===== config.mk =====
export PLATFORM = sky130hd
export DESIGN_NAME = uart_transmit_fsm_flat
export DESIGN_NICKNAME = d
export VERILOG_FILES = /design/src/rtl/uart_transmit_fsm_if.sv /design/src/rtl/uart_transmit_fsm.sv /design/src/flat_wrapper.sv
export SDC_FILE = /design/constraint.sdc
export NUM_CORES = 1
export LEC_CHECK = 0
export CAP_MARGIN = 20
export CELL_PAD_IN_SITES_DETAIL_PLACEMENT = 1
export CELL_PAD_IN_SITES_GLOBAL_PLACEMENT = 1
export CORE_ASPECT_RATIO = 0.75
export CORE_MARGIN = 3
export CORE_UTILIZATION = 37
export CTS_CLUSTER_SIZE = 28
export DETAILED_ROUTE_END_ITERATION = 10
export PLACE_DENSITY_LB_ADDON = 0.05
export SYNTH_ARGS = -nofsm -noshare
export SYNTH_HDL_FRONTEND = slang
export SYNTH_SLANG_ARGS = --single-unit

===== constraint.sdc =====
create_clock -name pclk -period 2.1 [get_ports pclk]
set_clock_uncertainty 0.1 [all_clocks]
set_input_delay 0.63 -clock pclk [delete_from_list [all_inputs] [get_ports pclk]]
set_output_delay 0.63 -clock pclk [all_outputs]
set_load 0.03 [all_outputs]

===== src/rtl/uart_transmit_fsm_if.sv =====
// rtl/uart_transmit_fsm_if.sv - handshake/config bundle between the UART transmitter and its FIFO/baud/register side
interface uart_transmit_fsm_if #(
  parameter int DATA_MAX = 8
);
  logic                utten;
  logic                bit_tick;
  logic [1:0]          wls;
  logic                pen;
  logic                eps;
  logic                stb;
  logic                brk;
  logic                tx_fifo_empty;
  logic [DATA_MAX-1:0] tx_fifo_rdata;
  logic                tx_fifo_pop;
  logic                uart_txd;
  logic                tx_busy;
  logic                tx_frame_done;
  logic                tx_empty;

  modport master (
    input  utten, bit_tick, wls, pen, eps, stb, brk, tx_fifo_empty, tx_fifo_rdata,
    output tx_fifo_pop, uart_txd, tx_busy, tx_frame_done, tx_empty
  );

  modport slave (
    output utten, bit_tick, wls, pen, eps, stb, brk, tx_fifo_empty, tx_fifo_rdata,
    input  tx_fifo_pop, uart_txd, tx_busy, tx_frame_done, tx_empty
  );
endinterface


===== src/rtl/uart_transmit_fsm.sv =====
// rtl/uart_transmit_fsm.sv - UART transmit engine: start/data/parity/stop framing and line break
module uart_transmit_fsm #(
  parameter int DATA_MAX = 8
) (
  input  logic                pclk,
  input  logic                presetn,
  uart_transmit_fsm_if.master tx_if
);

  typedef enum logic [2:0] {
    ST_IDLE,
    ST_START,
    ST_DATA,
    ST_PARITY,
    ST_STOP,
    ST_BREAK
  } state_e;

  state_e              state_q, state_d;
  logic [DATA_MAX-1:0] shift_q, shift_d;
  logic [2:0]          cnt_q, cnt_d;
  logic                stop_cnt_q, stop_cnt_d;
  logic                mark_q, mark_d;
  logic                parity_q, parity_d;
  logic [1:0]          wls_q, wls_d;
  logic                pen_q, pen_d;
  logic                stb_q, stb_d;
  logic                txd_q, txd_d;
  logic                rst_done_q;

  logic                tick;
  logic                load;
  logic                pop;
  logic                done;
  logic                load_par;
  logic [DATA_MAX-1:0] load_mask;
  logic [2:0]          last_idx;

  // The first edge after reset release never acts on bit_tick.
  assign tick      = tx_if.bit_tick & rst_done_q;
  assign load_mask = {DATA_MAX{1'b1}} >> (2'd3 - tx_if.wls);
  assign load_par  = (^(tx_if.tx_fifo_rdata & load_mask)) ^ ~tx_if.eps;
  assign last_idx  = {1'b0, wls_q} + 3'd4;

  always_ff @(posedge pclk or negedge presetn) begin
    if (!presetn) begin
      state_q    <= ST_IDLE;
      shift_q    <= '0;
      cnt_q      <= '0;
      stop_cnt_q <= 1'b0;
      mark_q     <= 1'b0;
      parity_q   <= 1'b0;
      wls_q      <= '0;
      pen_q      <= 1'b0;
      stb_q      <= 1'b0;
      txd_q      <= 1'b1;
      rst_done_q <= 1'b0;
    end else begin
      state_q    <= state_d;
      shift_q    <= shift_d;
      cnt_q      <= cnt_d;
      stop_cnt_q <= stop_cnt_d;
      mark_q     <= mark_d;
      parity_q   <= parity_d;
      wls_q      <= wls_d;
      pen_q      <= pen_d;
      stb_q      <= stb_d;
      txd_q      <= txd_d;
      rst_done_q <= 1'b1;
    end
  end

  always_comb begin
    state_d    = state_q;
    shift_d    = shift_q;
    cnt_d      = cnt_q;
    stop_cnt_d = stop_cnt_q;
    mark_d     = mark_q;
    parity_d   = parity_q;
    wls_d      = wls_q;
    pen_d      = pen_q;
    stb_d      = stb_q;
    txd_d      = txd_q;
    load       = 1'b0;
    pop        = 1'b0;
    done       = 1'b0;

    if (!tx_if.utten) begin
      state_d    = ST_IDLE;
      txd_d      = 1'b1;
      shift_d    = '0;
      cnt_d      = '0;
      stop_cnt_d = 1'b0;
      mark_d     = 1'b0;
    end else if (tick) begin
      case (state_q)
        ST_IDLE: begin
          if (tx_if.brk) begin
            state_d = ST_BREAK;
            txd_d   = 1'b0;
          end else if (!tx_if.tx_fifo_empty) begin
            load = 1'b1;
          end
        end
        ST_START: begin
          txd_d   = shift_q[0];
          shift_d = shift_q >> 1;
          cnt_d   = '0;
          state_d = ST_DATA;
        end
        ST_DATA: begin
          if (cnt_q != last_idx) begin
            txd_d   = shift_q[0];
            shift_d = shift_q >> 1;
            cnt_d   = cnt_q + 3'd1;
          end else if (pen_q) begin
            txd_d   = parity_q;
            state_d = ST_PARITY;
          end else begin
            txd_d      = 1'b1;
            stop_cnt_d = 1'b0;
            state_d    = ST_STOP;
          end
        end
        ST_PARITY: begin
          txd_d      = 1'b1;
          stop_cnt_d = 1'b0;
          state_d    = ST_STOP;
        end
        ST_STOP: begin
          // The mark bit after a break is always a single, unreported stop bit.
          if (stb_q && !mark_q && !stop_cnt_q) begin
            stop_cnt_d = 1'b1;
          end else begin
            stop_cnt_d = 1'b0;
            if (mark_q) begin
              mark_d  = 1'b0;
              state_d = ST_IDLE;
            end else begin
              done = 1'b1;
              if (tx_if.brk) begin
                state_d = ST_BREAK;
                txd_d   = 1'b0;
              end else if (!tx_if.tx_fifo_empty) begin
                load = 1'b1;
              end else begin
                state_d = ST_IDLE;
              end
            end
          end
        end
        ST_BREAK: begin
          if (!tx_if.brk) begin
            txd_d      = 1'b1;
            mark_d     = 1'b1;
            stop_cnt_d = 1'b0;
            state_d    = ST_STOP;
          end
        end
        default: begin
          state_d = ST_IDLE;
          txd_d   = 1'b1;
        end
      endcase

      // Shared by idle start and back-to-back start from the final stop bit.
      if (load) begin
        pop        = 1'b1;
        shift_d    = tx_if.tx_fifo_rdata;
        wls_d      = tx_if.wls;
        pen_d      = tx_if.pen;
        stb_d      = tx_if.stb;
        parity_d   = load_par;
        cnt_d      = '0;
        stop_cnt_d = 1'b0;
        mark_d     = 1'b0;
        txd_d      = 1'b0;
        state_d    = ST_START;
      end
    end
  end

  assign tx_if.tx_fifo_pop   = pop;
  assign tx_if.uart_txd      = txd_q;
  assign tx_if.tx_busy       = (state_q != ST_IDLE);
  assign tx_if.tx_frame_done = done;
  assign tx_if.tx_empty      = (state_q == ST_IDLE) & tx_if.tx_fifo_empty;

endmodule


===== src/flat_wrapper.sv =====
// flat-port wrapper written by rule: the top's interface ports become plain ports
module uart_transmit_fsm_flat 
#(
  parameter int DATA_MAX = 8
)
  (pclk, presetn, tx_if_utten, tx_if_bit_tick, tx_if_wls, tx_if_pen, tx_if_eps, tx_if_stb, tx_if_brk, tx_if_tx_fifo_empty, tx_if_tx_fifo_rdata, tx_if_tx_fifo_pop, tx_if_uart_txd, tx_if_tx_busy, tx_if_tx_frame_done, tx_if_tx_empty);
  uart_transmit_fsm_if #(.DATA_MAX(DATA_MAX)) tx_if_i ();
  input  logic pclk;
  input  logic presetn;
  input wire logic [$bits(tx_if_i.utten)-1:0] tx_if_utten;
  input wire logic [$bits(tx_if_i.bit_tick)-1:0] tx_if_bit_tick;
  input wire logic [$bits(tx_if_i.wls)-1:0] tx_if_wls;
  input wire logic [$bits(tx_if_i.pen)-1:0] tx_if_pen;
  input wire logic [$bits(tx_if_i.eps)-1:0] tx_if_eps;
  input wire logic [$bits(tx_if_i.stb)-1:0] tx_if_stb;
  input wire logic [$bits(tx_if_i.brk)-1:0] tx_if_brk;
  input wire logic [$bits(tx_if_i.tx_fifo_empty)-1:0] tx_if_tx_fifo_empty;
  input wire logic [$bits(tx_if_i.tx_fifo_rdata)-1:0] tx_if_tx_fifo_rdata;
  output wire logic [$bits(tx_if_i.tx_fifo_pop)-1:0] tx_if_tx_fifo_pop;
  output wire logic [$bits(tx_if_i.uart_txd)-1:0] tx_if_uart_txd;
  output wire logic [$bits(tx_if_i.tx_busy)-1:0] tx_if_tx_busy;
  output wire logic [$bits(tx_if_i.tx_frame_done)-1:0] tx_if_tx_frame_done;
  output wire logic [$bits(tx_if_i.tx_empty)-1:0] tx_if_tx_empty;
  assign tx_if_i.utten = tx_if_utten;
  assign tx_if_i.bit_tick = tx_if_bit_tick;
  assign tx_if_i.wls = tx_if_wls;
  assign tx_if_i.pen = tx_if_pen;
  assign tx_if_i.eps = tx_if_eps;
  assign tx_if_i.stb = tx_if_stb;
  assign tx_if_i.brk = tx_if_brk;
  assign tx_if_i.tx_fifo_empty = tx_if_tx_fifo_empty;
  assign tx_if_i.tx_fifo_rdata = tx_if_tx_fifo_rdata;
  assign tx_if_tx_fifo_pop = tx_if_i.tx_fifo_pop;
  assign tx_if_uart_txd = tx_if_i.uart_txd;
  assign tx_if_tx_busy = tx_if_i.tx_busy;
  assign tx_if_tx_frame_done = tx_if_i.tx_frame_done;
  assign tx_if_tx_empty = tx_if_i.tx_empty;
  uart_transmit_fsm #(.DATA_MAX(DATA_MAX)) u_core (.pclk(pclk), .presetn(presetn), .tx_if(tx_if_i));
endmodule

Word-level counts from Yosys, hierarchy flattened --
Index checks and enable logic that the tools add are counted.
Storage, ports and cells: logic and storage cells 111, register bits 23, bits of input ports 19
Cells by class: mux-type cells 60, $add $sub $neg 3, shift-type cells 1, eq/ne operators 18, bitwise logic cells 5, reduce and logical (&&, ||, !) cells 13
Operators with widths (count):
- 3-bit 2-to-1 mux | 15
- 1-bit 2-to-1 mux | 34
- 8-bit 2-to-1 mux | 4
- 3-bit case mux with 6 select lines | 1
- 4-bit != test, second input constant | 4
- 8-bit case mux with 2 select lines | 1
- 8-bit bitwise AND | 1
- 4-bit by 1-bit != test with 1-bit output, second input constant | 2
- 4-bit by 3-bit != test with 1-bit output, second input constant | 2
- 4-bit AND reduction | 2
- 8-bit XOR reduction | 1
- 8-bit by 2-bit right shift with 8-bit output, first input constant | 1
- 3-bit by 2-bit == test with 1-bit output, second input constant | 2
- 3-bit == test, second input constant | 2
- 6-bit by 1-bit != test with 1-bit output, second input constant | 1
- 6-bit by 4-bit != test with 1-bit output, second input constant | 1
- 3-bit case mux with 2 select lines | 1
- 3-bit AND reduction | 2
- 6-bit AND reduction | 1
- 1-bit case mux with 5 select lines | 1
- 5-bit AND reduction | 1
- 4-bit by 2-bit != test with 1-bit output, second input constant | 1
- 1-bit case mux with 2 select lines | 2
- 1-bit case mux with 4 select lines | 1
- 13 further kinds | 16

Depth between registers and ports, before layout --
Gate-level depths: netlist of the first run.
depth after elaboration 10, depth in mapped cells 7

Worst setup path after synthesis of the first run --
No wires, ideal clock.
path kind input-to-output, start input port tx_if_brk, end output port tx_if_tx_fifo_pop, buffers on the path 0, data arrival time 1.648 ns, path slack -0.278 ns, stages 3, required time 1.370 ns, path through nor4_4 -> nand4_1 -> inv_1
Between the ends: longest elaborated chain between the ends 9
RTL lines:
- start: declaration | RTL line flat_wrapper.sv:16 | input wire logic [$bits(tx_if_i.brk)-1:0] tx_if_brk;
- 1-bit 2-to-1 mux (*) | RTL line uart_transmit_fsm.sv:98 | if (tx_if.brk) begin
- 1-bit 2-to-1 mux | RTL line uart_transmit_fsm.sv:136 | if (mark_q) begin
- 1-bit 2-to-1 mux | RTL line uart_transmit_fsm.sv:132 | if (stb_q && !mark_q && !stop_cnt_q) begin
- 1-bit case mux with 2 select lines (*) | RTL line uart_transmit_fsm.sv:96 | case (state_q)
- 1-bit 2-to-1 mux (*) | RTL line uart_transmit_fsm.sv:95 | end else if (tick) begin
- 1-bit 2-to-1 mux (*) | RTL line uart_transmit_fsm.sv:88 | if (!tx_if.utten) begin
- 1-bit 2-to-1 mux (*) | RTL line uart_transmit_fsm.sv:167 | if (load) begin
- 1-bit 2-to-1 mux (*) | RTL line uart_transmit_fsm.sv:95
- 1-bit 2-to-1 mux (*) | RTL line uart_transmit_fsm.sv:88
- end: declaration | RTL line flat_wrapper.sv:19 | output wire logic [$bits(tx_if_i.tx_fifo_pop)-1:0] tx_if_tx_fifo_pop;
Mark *: on every way between the ends. The rest lies on a longest branch, timed or not. The select of a mux whose other input is x is not followed.

Final worst setup path of the first run --
start register u_core.state_q[0], end output port tx_if_tx_frame_done
Between the ends: longest elaborated chain between the ends 4
RTL lines:
- start: declaration | RTL line uart_transmit_fsm.sv:19 | state_e state_q, state_d;
- start signal: assignment | RTL line uart_transmit_fsm.sv:59 | state_q <= state_d;
- 3-bit == test | RTL line uart_transmit_fsm.sv:96
- 1-bit 2-to-1 mux | RTL line uart_transmit_fsm.sv:96
- 1-bit 2-to-1 mux | RTL line uart_transmit_fsm.sv:95
- 1-bit 2-to-1 mux | RTL line uart_transmit_fsm.sv:88
- end: declaration | RTL line flat_wrapper.sv:22 | output wire logic [$bits(tx_if_i.tx_frame_done)-1:0] tx_if_tx_frame_done;
Every way passes these cells.

==> impl_metrics.json, run 1 <==
{
  "synthesis.area_um2": 1530,
  "floorplan.io_pins": 24,
  "final.period_utilization_pct": 110,
  "cts_tree": "done",
  "cts_hold_buffers": 0,
  "flow.area_growth_from_synthesis_pct": 37.6,
  "antenna_violations_before_repair": 0,
  "setup-violations-final": 11,
  "yosysTopAreaCell": "sky130_fd_sc_hd__dfrtp_1",
  "gate_count_post_synth": 159,
  "tightest_slew_ns": 0.600,
  "die_w_um": 80.3,
  "fin_tns_setup_ns": -0.722,
  "gp_congestion": 0.894,
  "worst-r2r-cell-count": 8,
  "achievable-frequency_mhz": 433,
  "crit_path_cell_trace": "nand2b_4, or4_4, nor2_4, buf_6",
  "async_set_or_reset_register_ratio_after_synthesis_pct": 100,
  "post_route_cell_area_um2": 2110,
  "final.setup.worst_slack_ns": -0.212,
  "cp-start-kind": "register",
  "worst_path_depth": 4,
  "max-slew-margin-rel_pct": 59.5,
  "drv_slew": 0,
  "ant_nets": 0,
  "drt_first_pass_iters": 4,
  "initialDrtViolationCount": 68,
  "avgSynthCellArea_um2": 9.64,
  "timing.hold.worst.class": "register to register",
  "finalWorstPathRequiredPeriod_ns": 2.31,
  "yosys.cell_count.top_type": "sky130_fd_sc_hd__dfrtp_1",
  "crit_arrival_ns": 1.58,
  "cp_slowest_stage_delay_ns": 0.49,
  "cts_inserted_buffers": 3,
  "clk_latency_ns": 0.28,
  "finalPower_mw": 1.56,
  "status": "complete, but fails checks",
  "gr_ovfl_total": 0,
  "grt_pass1_vias": 1438,
  "root_buffer": "sky130_fd_sc_hd__clkbuf_8",
  "whs_path_depth": 2,
  "netlist.area_leader.share_pct": 35.9,
  "cts_buffer_depth": 2,
  "end_kind": "output pin",
  "vias_per_cell": 5.30,
  "pwr_density_cell_nw_per_um2": 740,
  "worst_ir_drop_vdd_mv": 0.342,
  "finish.net_count": 229,
  "violated_checks": "negative setup slack",
  "grt_start_max_net_pins": 24,
  "core.rowCount": 19,
  "place.port_buffers": 23,
  "mappedNetlistNets": 179,
  "place_area_um2": 2010,
  "grt_first_pass_wirelength_mm": 7.42,
  "synth_ff_type": "sky130_fd_sc_hd__dfrtp_1",
  "vias": 1379,
  "cellLeakagePower_nw": 0.915,
  "synth_enable_flop_cells": 0,
  "antenna-diode-count": 0,
  "ys_ff_latch": 23,
  "die-height_um": 61.7,
  "critical_path.max_fanout": 4,
  "grt_setup_unrepaired": "true",
  "post_synth_num_cell_types": 45,
  "crit_slowest_cell": "sky130_fd_sc_hd__or4_4",
  "routed_wl_mm": 4.51,
  "die-area_um2": 4960,
  "cp_num_buf_inv": 1,
  "worstSetupPathType": "register to output pin",
  "fp.coreArea_um2": 3830,
  "cts_sinks": 23,
  "hpwlAfterDp_mm": 3.36,
  "required_ns": 1.37,
  "hold_violations": 0,
  "clk_transition_reported_paths_ns": 0.10,
  "max_cap_violations": 0,
  "drcViolationCount": 0,
  "initial_utilization_pct": 40.0,
  "synth.cells.most_frequent": "22 x sky130_fd_sc_hd__dfrtp_1, 15 x sky130_fd_sc_hd__o21ai_0, 12 x sky130_fd_sc_hd__nand2_1",
  "drt-wirelength-per-cell_um": 17.3,
  "fraction_of_the_yosys_area_taken_by_sequential_cells_pct": 37.6,
  "yosysWarningCount": 0,
  "final.fill_count": 443,
  "post_synth_main_area_contributors": "sky130_fd_sc_hd__dfrtp_1 36%, sky130_fd_sc_hd__mux2_4 7.8%, sky130_fd_sc_hd__xnor2_1 5.7%",
  "cts-htree-levels": 1,
  "critical-path-top-delay-family": "simple AND/OR/NAND/NOR gates",
  "pre_cts_slack_ns": -0.615,
  "layout-drive-gt1-share_pct": 35.1,
  "grt.total_usage_pct": 20.1
}
==> power breakdown <==
part	internal [mW]	leakage, nW	switching [mW]
sequential	0.517	0.303	0.0574
clock	0.135	0.0217	0.156
combinational	0.352	0.590	0.343
total	1.00	0.915	0.556
==> through the flow <==
stage,instances,utilization [%],hold slack (ns)
finish,260,55.1,0.402
global placement,252,52.5,0.384
detailed placement,252,52.5,0.389
floorplan,159,-,0.234
CTS,258,55.0,0.417
global route,260,55.1,0.434
==> flip-flops by register name, summed over array words and instances, names as in the netlist, 2 cells and up <==
register	flops
u_core.cnt_q	3
u_core.shift_q	8
u_core.state_q	3
u_core.wls_q	2
==> area by class of cell <==
type                    count  area, µm²  share of cell area, %
multi-input cells         122        928                   44.0
flip-flops and latches     23        578                   27.4
repair buffers             54        469                   22.3
well taps                  52       65.1                   3.09
clock buffers               3       41.3                   1.96
inverters                   5       18.8                  0.890
clock inverters             1       7.51                  0.356
==> worst paths after layout <==
| check | startpoint | endpoint | slack, ns |
|---|---|---|---|
| max reg2reg | u_core.state_q[0]$_DFFE_PN0P_ | u_core.shift_q[5]$_DFFE_PN0P_ | -0.04 |
| max in group asynchronous | presetn | u_core.tx_if.uart_txd$_DFFE_PN1P_ | 0.98 |
| min in group asynchronous | presetn | u_core.shift_q[2]$_DFFE_PN0P_ | 0.61 |
| min | u_core.parity_q$_DFFE_PN0P_ | u_core.parity_q$_DFFE_PN0P_ | 0.40 |
| min reg2reg | u_core.parity_q$_DFFE_PN0P_ | u_core.parity_q$_DFFE_PN0P_ | 0.40 |
| max | u_core.state_q[0]$_DFFE_PN0P_ | tx_if_tx_frame_done | -0.21 |
==> per-layer routing <==
metal,share of wire (%),global-route usage [%]
met3,4.3,4.03
met2,45,32.8
met5,0,0
met4,1.0,4.82
met1,50,28.0
==> kinds of logic after synthesis <==
logic type      after synthesis  synth area share, %
compound gates               44                 19.0
other cells                   1                0.245
xor+xnor                     11                 6.29
buf+inv                      14                 5.06
fa+ha+maj                     1                0.816
simple gates                 50                 18.0
mux                          15                 13.0
flops                        23                 37.6
==> placed cells by master, fill, tap and decap left out, types with 2 or more instances in the layout <==
| master | synthesis | final |
|---|---|---|
| sky130_fd_sc_hd__buf_4 | 0 | 28 |
| sky130_fd_sc_hd__dfrtp_1 | 22 | 21 |
| sky130_fd_sc_hd__o21ai_0 | 15 | 15 |
| sky130_fd_sc_hd__clkdlybuf4s50_1 | 0 | 14 |
| sky130_fd_sc_hd__nand2_1 | 12 | 11 |
| sky130_fd_sc_hd__nand3_1 | 10 | 10 |
| sky130_fd_sc_hd__xnor2_1 | 10 | 10 |
| sky130_fd_sc_hd__a21oi_1 | 9 | 9 |
| sky130_fd_sc_hd__mux2_4 | 8 | 8 |
| sky130_fd_sc_hd__mux2_2 | 7 | 7 |
| sky130_fd_sc_hd__nor2_1 | 7 | 5 |
| sky130_fd_sc_hd__buf_6 | 3 | 5 |
| sky130_fd_sc_hd__inv_1 | 5 | 4 |
| sky130_fd_sc_hd__nand2b_1 | 5 | 4 |
| sky130_fd_sc_hd__o21a_1 | 3 | 3 |
| sky130_fd_sc_hd__nor3_1 | 3 | 3 |
| sky130_fd_sc_hd__clkbuf_8 | 0 | 3 |
| sky130_fd_sc_hd__buf_2 | 2 | 3 |
| sky130_fd_sc_hd__nor2_4 | 0 | 2 |
| sky130_fd_sc_hd__nor2b_1 | 2 | 2 |
| sky130_fd_sc_hd__a31oi_1 | 2 | 2 |
| sky130_fd_sc_hd__o31ai_1 | 2 | 2 |
| sky130_fd_sc_hd__nand3b_1 | 2 | 2 |
| sky130_fd_sc_hd__o41ai_1 | 2 | 2 |
| sky130_fd_sc_hd__dlygate4sd2_1 | 0 | 2 |
==> tightest hold or removal path, cell delays in order, from the launching register on <==
cell and delay [ns]:
sky130_fd_sc_hd__dfrtp_1 0.37, sky130_fd_sc_hd__nand2_1 0.05, sky130_fd_sc_hd__o21ai_0 0.05
==> repair_timing <==
action | in CTS | in global routing
pin swaps | 4 | 2
setup buffers | 2 | 2
endpoints found under the setup margin | 22 | 14
resized for setup | 22 | 4
cloned | 0 | 0
Note: power is estimated with default switching activity, not from simulation.
==> inputs of run 2 (changes only) <==
==> constraint.sdc (replaced) <==
create_clock -name pclk -period 2.1 [get_ports pclk]
set_clock_uncertainty 0.1 [all_clocks]
set_input_delay 0.63 -clock pclk [delete_from_list [all_inputs] [get_ports pclk]]
set_output_delay 0.63 -clock pclk [all_outputs]
set_load 0.005 [all_outputs]
==> impl_metrics.json, run 2 (same netlist as run 1, synthesis figures left out) <==
{
  "status": "complete, but fails checks",
  "violated_checks": "negative setup slack",
  "finalWorstPathRequiredPeriod_ns": 2.30,
  "final.fill_count": 434,
  "max-slew-margin-rel_pct": 56.9,
  "worst_ir_drop_vdd_mv": 0.392,
  "drv_slew": 0,
  "gr_ovfl_total": 0,
  "core.rowCount": 19,
  "cts_inserted_buffers": 3,
  "die_w_um": 80.3,
  "timing.reg2reg.setup_slack_ns": 0.03,
  "cts-htree-levels": 1,
  "grt_pass1_vias": 1505,
  "grt.total_usage_pct": 20.5,
  "required_ns": 1.37,
  "combinationalPowerShare_pct": 45.6,
  "post_route_cell_area_um2": 2170,
  "finish.net_count": 231,
  "cp-start-kind": "register",
  "hp-start": "u_core.parity_q$_DFFE_PN0P_",
  "place.port_buffers": 23,
  "initial_utilization_pct": 40.0,
  "internal_power_mw": 1.03,
  "largest_register": "u_core.shift_q",
  "clk_transition_reported_paths_ns": 0.08,
  "fp.coreArea_um2": 3830,
  "tightest_slew_ns": 0.639,
  "layout_commonest_cell": "sky130_fd_sc_hd__buf_4",
  "grt_first_pass_wirelength_mm": 7.73,
  "gp_congestion": 0.822,
  "max_cap_violations": 0,
  "power_share_of_the_clock_group_pct": 17.9,
  "worstSetupPathType": "register to output pin",
  "clk_latency_ns": 0.27,
  "cts_buffer_depth": 2,
  "final_cell_mix": "24 x sky130_fd_sc_hd__buf_4, 22 x sky130_fd_sc_hd__dfrtp_1, 15 x sky130_fd_sc_hd__clkdlybuf4s50_1, 14 x sky130_fd_sc_hd__o21ai_0, 12 x sky130_fd_sc_hd__nand2_1",
  "place_area_um2": 2000,
  "grt_setup_unrepaired": "true",
  "root_buffer": "sky130_fd_sc_hd__clkbuf_8",
  "timing.hold.worst.class": "register to register",
  "drcViolationCount": 0,
  "pre_cts_slack_ns": -0.914,
  "grt_start_max_net_pins": 24,
  "antenna-diode-count": 0,
  "seqCellArea_um2": 577,
  "net-switching-power_mw": 0.547,
  "hold_violations": 0,
  "hpwlAfterDp_mm": 3.57,
  "final.period_utilization_pct": 109,
  "achievable-frequency_mhz": 435,
  "antenna_violations_before_repair": 0,
  "rr_startpoint": "u_core.state_q[0]$_DFFE_PN0P_",
  "initialDrtViolationCount": 40,
  "floorplan.io_pins": 24,
  "end_kind": "output pin",
  "cts_sinks": 23,
  "critical_path.startpoint": "u_core.state_q[0]$_DFFE_PN0P_",
  "multi_input_comb_area_um2": 950,
  "vias": 1408,
  "ant_nets": 0,
  "cellLeakagePower_nw": 0.952,
  "drt_first_pass_iters": 4,
  "sequentialPowerShare_pct": 36.6,
  "cts_tree": "done",
  "crit_arrival_ns": 1.57,
  "final.setup.worst_slack_ns": -0.199,
  "reg.largest.list": "u_core.shift_q: 8 flops, u_core.cnt_q: 3 flops, u_core.state_q: 3 flops",
  "vias_per_cell": 5.37,
  "die-height_um": 61.7,
  "layout-drive-gt1-share_pct": 37.6,
  "largest_register_ffs": 8,
  "drt-wirelength-per-cell_um": 18.7,
  "critical_path.max_fanout": 2,
  "setup-violations-final": 3,
  "die-area_um2": 4960,
  "pwr_density_cell_nw_per_um2": 728,
  "flow.area_growth_from_synthesis_pct": 41.3,
  "routed_wl_mm": 4.89,
  "cts_hold_buffers": 0,
  "power_switching_share_pct": 34.7
}
-- run 2: changes by cell type in the layout (fill, tap and decap cells not counted), sizes merged --
cell / change
clkinv: +1
clkbuf: +2
dlygate4sd2: -2
clkdlybuf4s15: +1
clkdlybuf4s50: +1
clkinvlp: -1
-- run 2: path summary, 6_finish.rpt --
| check | depth (start not counted) | end |
|---|---|---|
| worst min register to register | 2 | u_core.parity_q$_DFFE_PN0P_ |
| max in group asynchronous | 2 | u_core.tx_if.uart_txd$_DFFE_PN1P_ |
| min in group asynchronous | 2 | u_core.state_q[2]$_DFFE_PN0P_ |
| worst max-delay path | 5 | tx_if_tx_frame_done |
| worst min-delay path | 2 | u_core.parity_q$_DFFE_PN0P_ |
| worst max register to register | 8 | u_core.shift_q[1]$_DFFE_PN0P_ |
-- run 2: final cells by class --
class,count,area share (%)
inverter,5,0.867
clock inverter,1,0.231
clock buffer,3,1.91
sequential,23,26.6
multi-input combinational,122,43.8
tap,52,3.00
timing repair buffer,56,23.5
-- run 2: stage by stage --
step                      utilization [%]  power [mW]  hold WS (ns)  setup TNS, ns  std cells
after floorplan                         -       0.924         0.234         -0.117        159
after global placement               52.2        1.17         0.383         -10.89        254
after detailed placement             52.2        1.20         0.391         -11.35        254
after CTS                            54.1        1.51         0.416         -0.309        259
after global routing                 56.6        1.67         0.435         -0.538        262
final                                56.6        1.58         0.404         -0.346        262
-- run 2: power groups by stage --
stage | clock network (mW) | logic (mW) | registers [mW]
after floorplan | 0 | 0.362 | 0.562
after global routing | 0.309 | 0.774 | 0.587
after CTS | 0.290 | 0.644 | 0.576
after detailed placement | 0 | 0.616 | 0.583
after global placement | 0 | 0.590 | 0.579
final | 0.282 | 0.718 | 0.576
-- run 2: metal layers --
layer	track usage (%)	wire [µm]	share of wire [%]	vias to the layer above
met5	0	0	0	-
met4	3.37	40	0.82	0
met3	4.90	156	3.2	8
met2	33.0	2250	46	27
met1	28.8	2450	50	701
li1	-	-	-	672
-- run 2: worst max-delay path, stage by stage (launching register included) --
cell                       delay [ns]
sky130_fd_sc_hd__dfrtp_1         0.42
sky130_fd_sc_hd__buf_6           0.13
sky130_fd_sc_hd__nand2b_4        0.13
sky130_fd_sc_hd__or4_4           0.42
sky130_fd_sc_hd__nor2_2          0.09
sky130_fd_sc_hd__buf_2           0.11
-- run 2: repair_timing --
item / CTS / global route
pin swaps: 7 / 4
resized for setup: 36 / 14
buffers inserted: 1 / 2
setup endpoints to repair: 19 / 13
gates cloned: 0 / 1
==> inputs of run 3 (changes only) <==
--- a/config.mk
+++ b/config.mk
@@ -14,6 +14,7 @@
 export CTS_CLUSTER_SIZE = 28
 export DETAILED_ROUTE_END_ITERATION = 10
 export PLACE_DENSITY_LB_ADDON = 0.05
+export SKIP_LAST_GASP = 1
 export SYNTH_ARGS = -nofsm -noshare
 export SYNTH_HDL_FRONTEND = slang
 export SYNTH_SLANG_ARGS = --single-unit
==> impl_metrics.json, run 3 (same netlist as run 1, synthesis figures left out) <==
{
  "top_layer_used": "met4",
  "critical_path.max_fanout": 2,
  "place_area_um2": 2000,
  "place.port_buffers": 23,
  "worstSetupPathType": "register to output pin",
  "finalWorstPathRequiredPeriod_ns": 2.30,
  "vias_per_cell": 5.39,
  "finish.net_count": 231,
  "pwr_density_cell_nw_per_um2": 727,
  "antenna_violations_before_repair": 0,
  "die_w_um": 80.3,
  "final_cell_mix": "24 x sky130_fd_sc_hd__buf_4, 22 x sky130_fd_sc_hd__dfrtp_1, 15 x sky130_fd_sc_hd__clkdlybuf4s50_1, 14 x sky130_fd_sc_hd__o21ai_0, 12 x sky130_fd_sc_hd__nand2_1",
  "root_buffer": "sky130_fd_sc_hd__clkbuf_8",
  "violated_checks": "negative setup slack",
  "fin_tns_setup_ns": -0.340,
  "cts_tree": "done",
  "routed_wl_mm": 4.86,
  "tightest_slew_ns": 0.635,
  "grt_first_pass_wirelength_mm": 7.73,
  "worst_ir_drop_vdd_mv": 0.389,
  "initialDrtViolationCount": 40,
  "layout_commonest_cell": "sky130_fd_sc_hd__buf_4",
  "timing.hold.worst.class": "register to register",
  "flow.area_growth_from_synthesis_pct": 41.1,
  "worst-r2r-cell-count": 6,
  "vias": 1413,
  "grt_pass1_vias": 1505,
  "cp_num_buf_inv": 2,
  "cp_slowest_stage_delay_ns": 0.42,
  "clk_transition_reported_paths_ns": 0.08,
  "required_ns": 1.37,
  "ant_nets": 0,
  "post_route_cell_area_um2": 2160,
  "die-area_um2": 4960,
  "final.fill_count": 434,
  "initial_utilization_pct": 40.0,
  "timing.reg2reg.setup_slack_ns": 0.01,
  "cts_buffer_depth": 2,
  "clk_latency_ns": 0.27,
  "floorplan.io_pins": 24,
  "setup-violations-final": 3,
  "hold_violations": 0,
  "layout-drive-gt1-share_pct": 37.1,
  "core.rowCount": 19,
  "cp-start-kind": "register",
  "cts_sinks": 23,
  "wl_met2_mm": 2.28,
  "grt_start_max_net_pins": 24,
  "worst_path_depth": 5,
  "final.period_utilization_pct": 109,
  "critical-path-top-delay-family": "simple AND/OR/NAND/NOR gates",
  "gp_congestion": 0.822,
  "antenna-diode-count": 0,
  "cellLeakagePower_nw": 0.951,
  "largest_register": "u_core.shift_q",
  "drv_slew": 0,
  "finalPower_mw": 1.57,
  "crit_path_cell_trace": "buf_6, nand2b_4, or4_4, nor2_2, buf_2",
  "final.setup.worst_slack_ns": -0.198,
  "grt_setup_unrepaired": "true",
  "achievable-frequency_mhz": 435,
  "crit_arrival_ns": 1.57,
  "whs_path_depth": 2,
  "grt.total_usage_pct": 20.5,
  "max-slew-margin-rel_pct": 57.1,
  "drt_first_pass_iters": 4,
  "die-height_um": 61.7,
  "status": "complete, but fails checks",
  "largest_register_ffs": 8,
  "detail_route.wirelength.met1_mm": 2.29,
  "fp.coreArea_um2": 3830,
  "max_cap_violations": 0,
  "drt-wirelength-per-cell_um": 18.5,
  "hold-worst-slack_ns": 0.402,
  "reg.largest.list": "u_core.shift_q: 8 flops, u_core.cnt_q: 3 flops, u_core.state_q: 3 flops",
  "drcViolationCount": 0,
  "cts-htree-levels": 1,
  "hpwlAfterDp_mm": 3.57,
  "gr_ovfl_total": 0,
  "cts_inserted_buffers": 3,
  "crit_slowest_cell": "sky130_fd_sc_hd__dfrtp_1",
  "end_kind": "output pin",
  "met3_wirelength_um": 260,
  "cts_hold_buffers": 0
}
## run 3: cell counts in the layout (fill, tap and decap cells not counted)
No cell type changed its count.
## run 3: worst reg2reg max path, delay by kind of cell, from the launching register on
kind / cells / cell delay, ns
DFF: 1 / 0.46
muxes: 1 / 0.37
AOI/OAI and AO/OA: 2 / 0.49
buffers and inverters: 2 / 0.36
and+or+nand+nor: 1 / 0.19
## run 3: layout make-up
cell class              count  area, µm²  share of cell area [%]
clock inverters             1       5.00                   0.231
well taps                  52       65.1                    3.01
repair buffers             56        509                    23.6
flip-flops and latches     23        577                    26.7
inverters                   5       18.8                   0.868
clock buffers               3       41.3                    1.91
multi-input cells         122        946                    43.8
## run 3: path summary, 6_finish.rpt
check                                              start                           endpoint
setup / recovery           u_core.state_q[0]$_DFFE_PN0P_                tx_if_tx_frame_done
hold / removal               u_core.parity_q$_DFFE_PN0P_        u_core.parity_q$_DFFE_PN0P_
setup reg to reg           u_core.state_q[1]$_DFFE_PN0P_      u_core.stop_cnt_q$_DFFE_PN0P_
hold reg to reg              u_core.parity_q$_DFFE_PN0P_        u_core.parity_q$_DFFE_PN0P_
max in group asynchronous                        presetn  u_core.tx_if.uart_txd$_DFFE_PN1P_
min in group asynchronous                        presetn      u_core.state_q[2]$_DFFE_PN0P_
## run 3: repair_timing
action / CTS / global route
pin swaps: 7 / 4
endpoints found under the setup margin: 19 / 13
cloned: 0 / 1
endpoints found under the hold margin: 0 / 0
resized for setup: 36 / 13
setup buffers: 1 / 2
## run 3: layer usage
| layer | up-vias | global-route usage (%) |
|---|---|---|
| met4 | 0 | 3.37 |
| met1 | 700 | 28.8 |
| met2 | 36 | 33.0 |
| met3 | 6 | 4.90 |
| li1 | 671 | - |
| met5 | - | 0 |
## run 3: stage by stage
stage / util [%] / instances / setup slack, ns
2_1_floorplan: - / 159 / -0.117
3_3_place_gp: 52.2 / 254 / -0.862
3_5_place_dp: 52.2 / 254 / -0.914
4_1_cts: 54.1 / 259 / -0.199
5_1_grt: 56.5 / 262 / -0.254
6_report: 56.5 / 262 / -0.198
## run 3: report_power, final
group          switching, mW  internal (mW)  leakage (nW)  total (mW)
Sequential            0.0593          0.516         0.304       0.575
Combinational          0.335          0.379         0.622       0.714
Clock                  0.149          0.133        0.0255       0.281
Total                  0.543           1.03         0.951        1.57
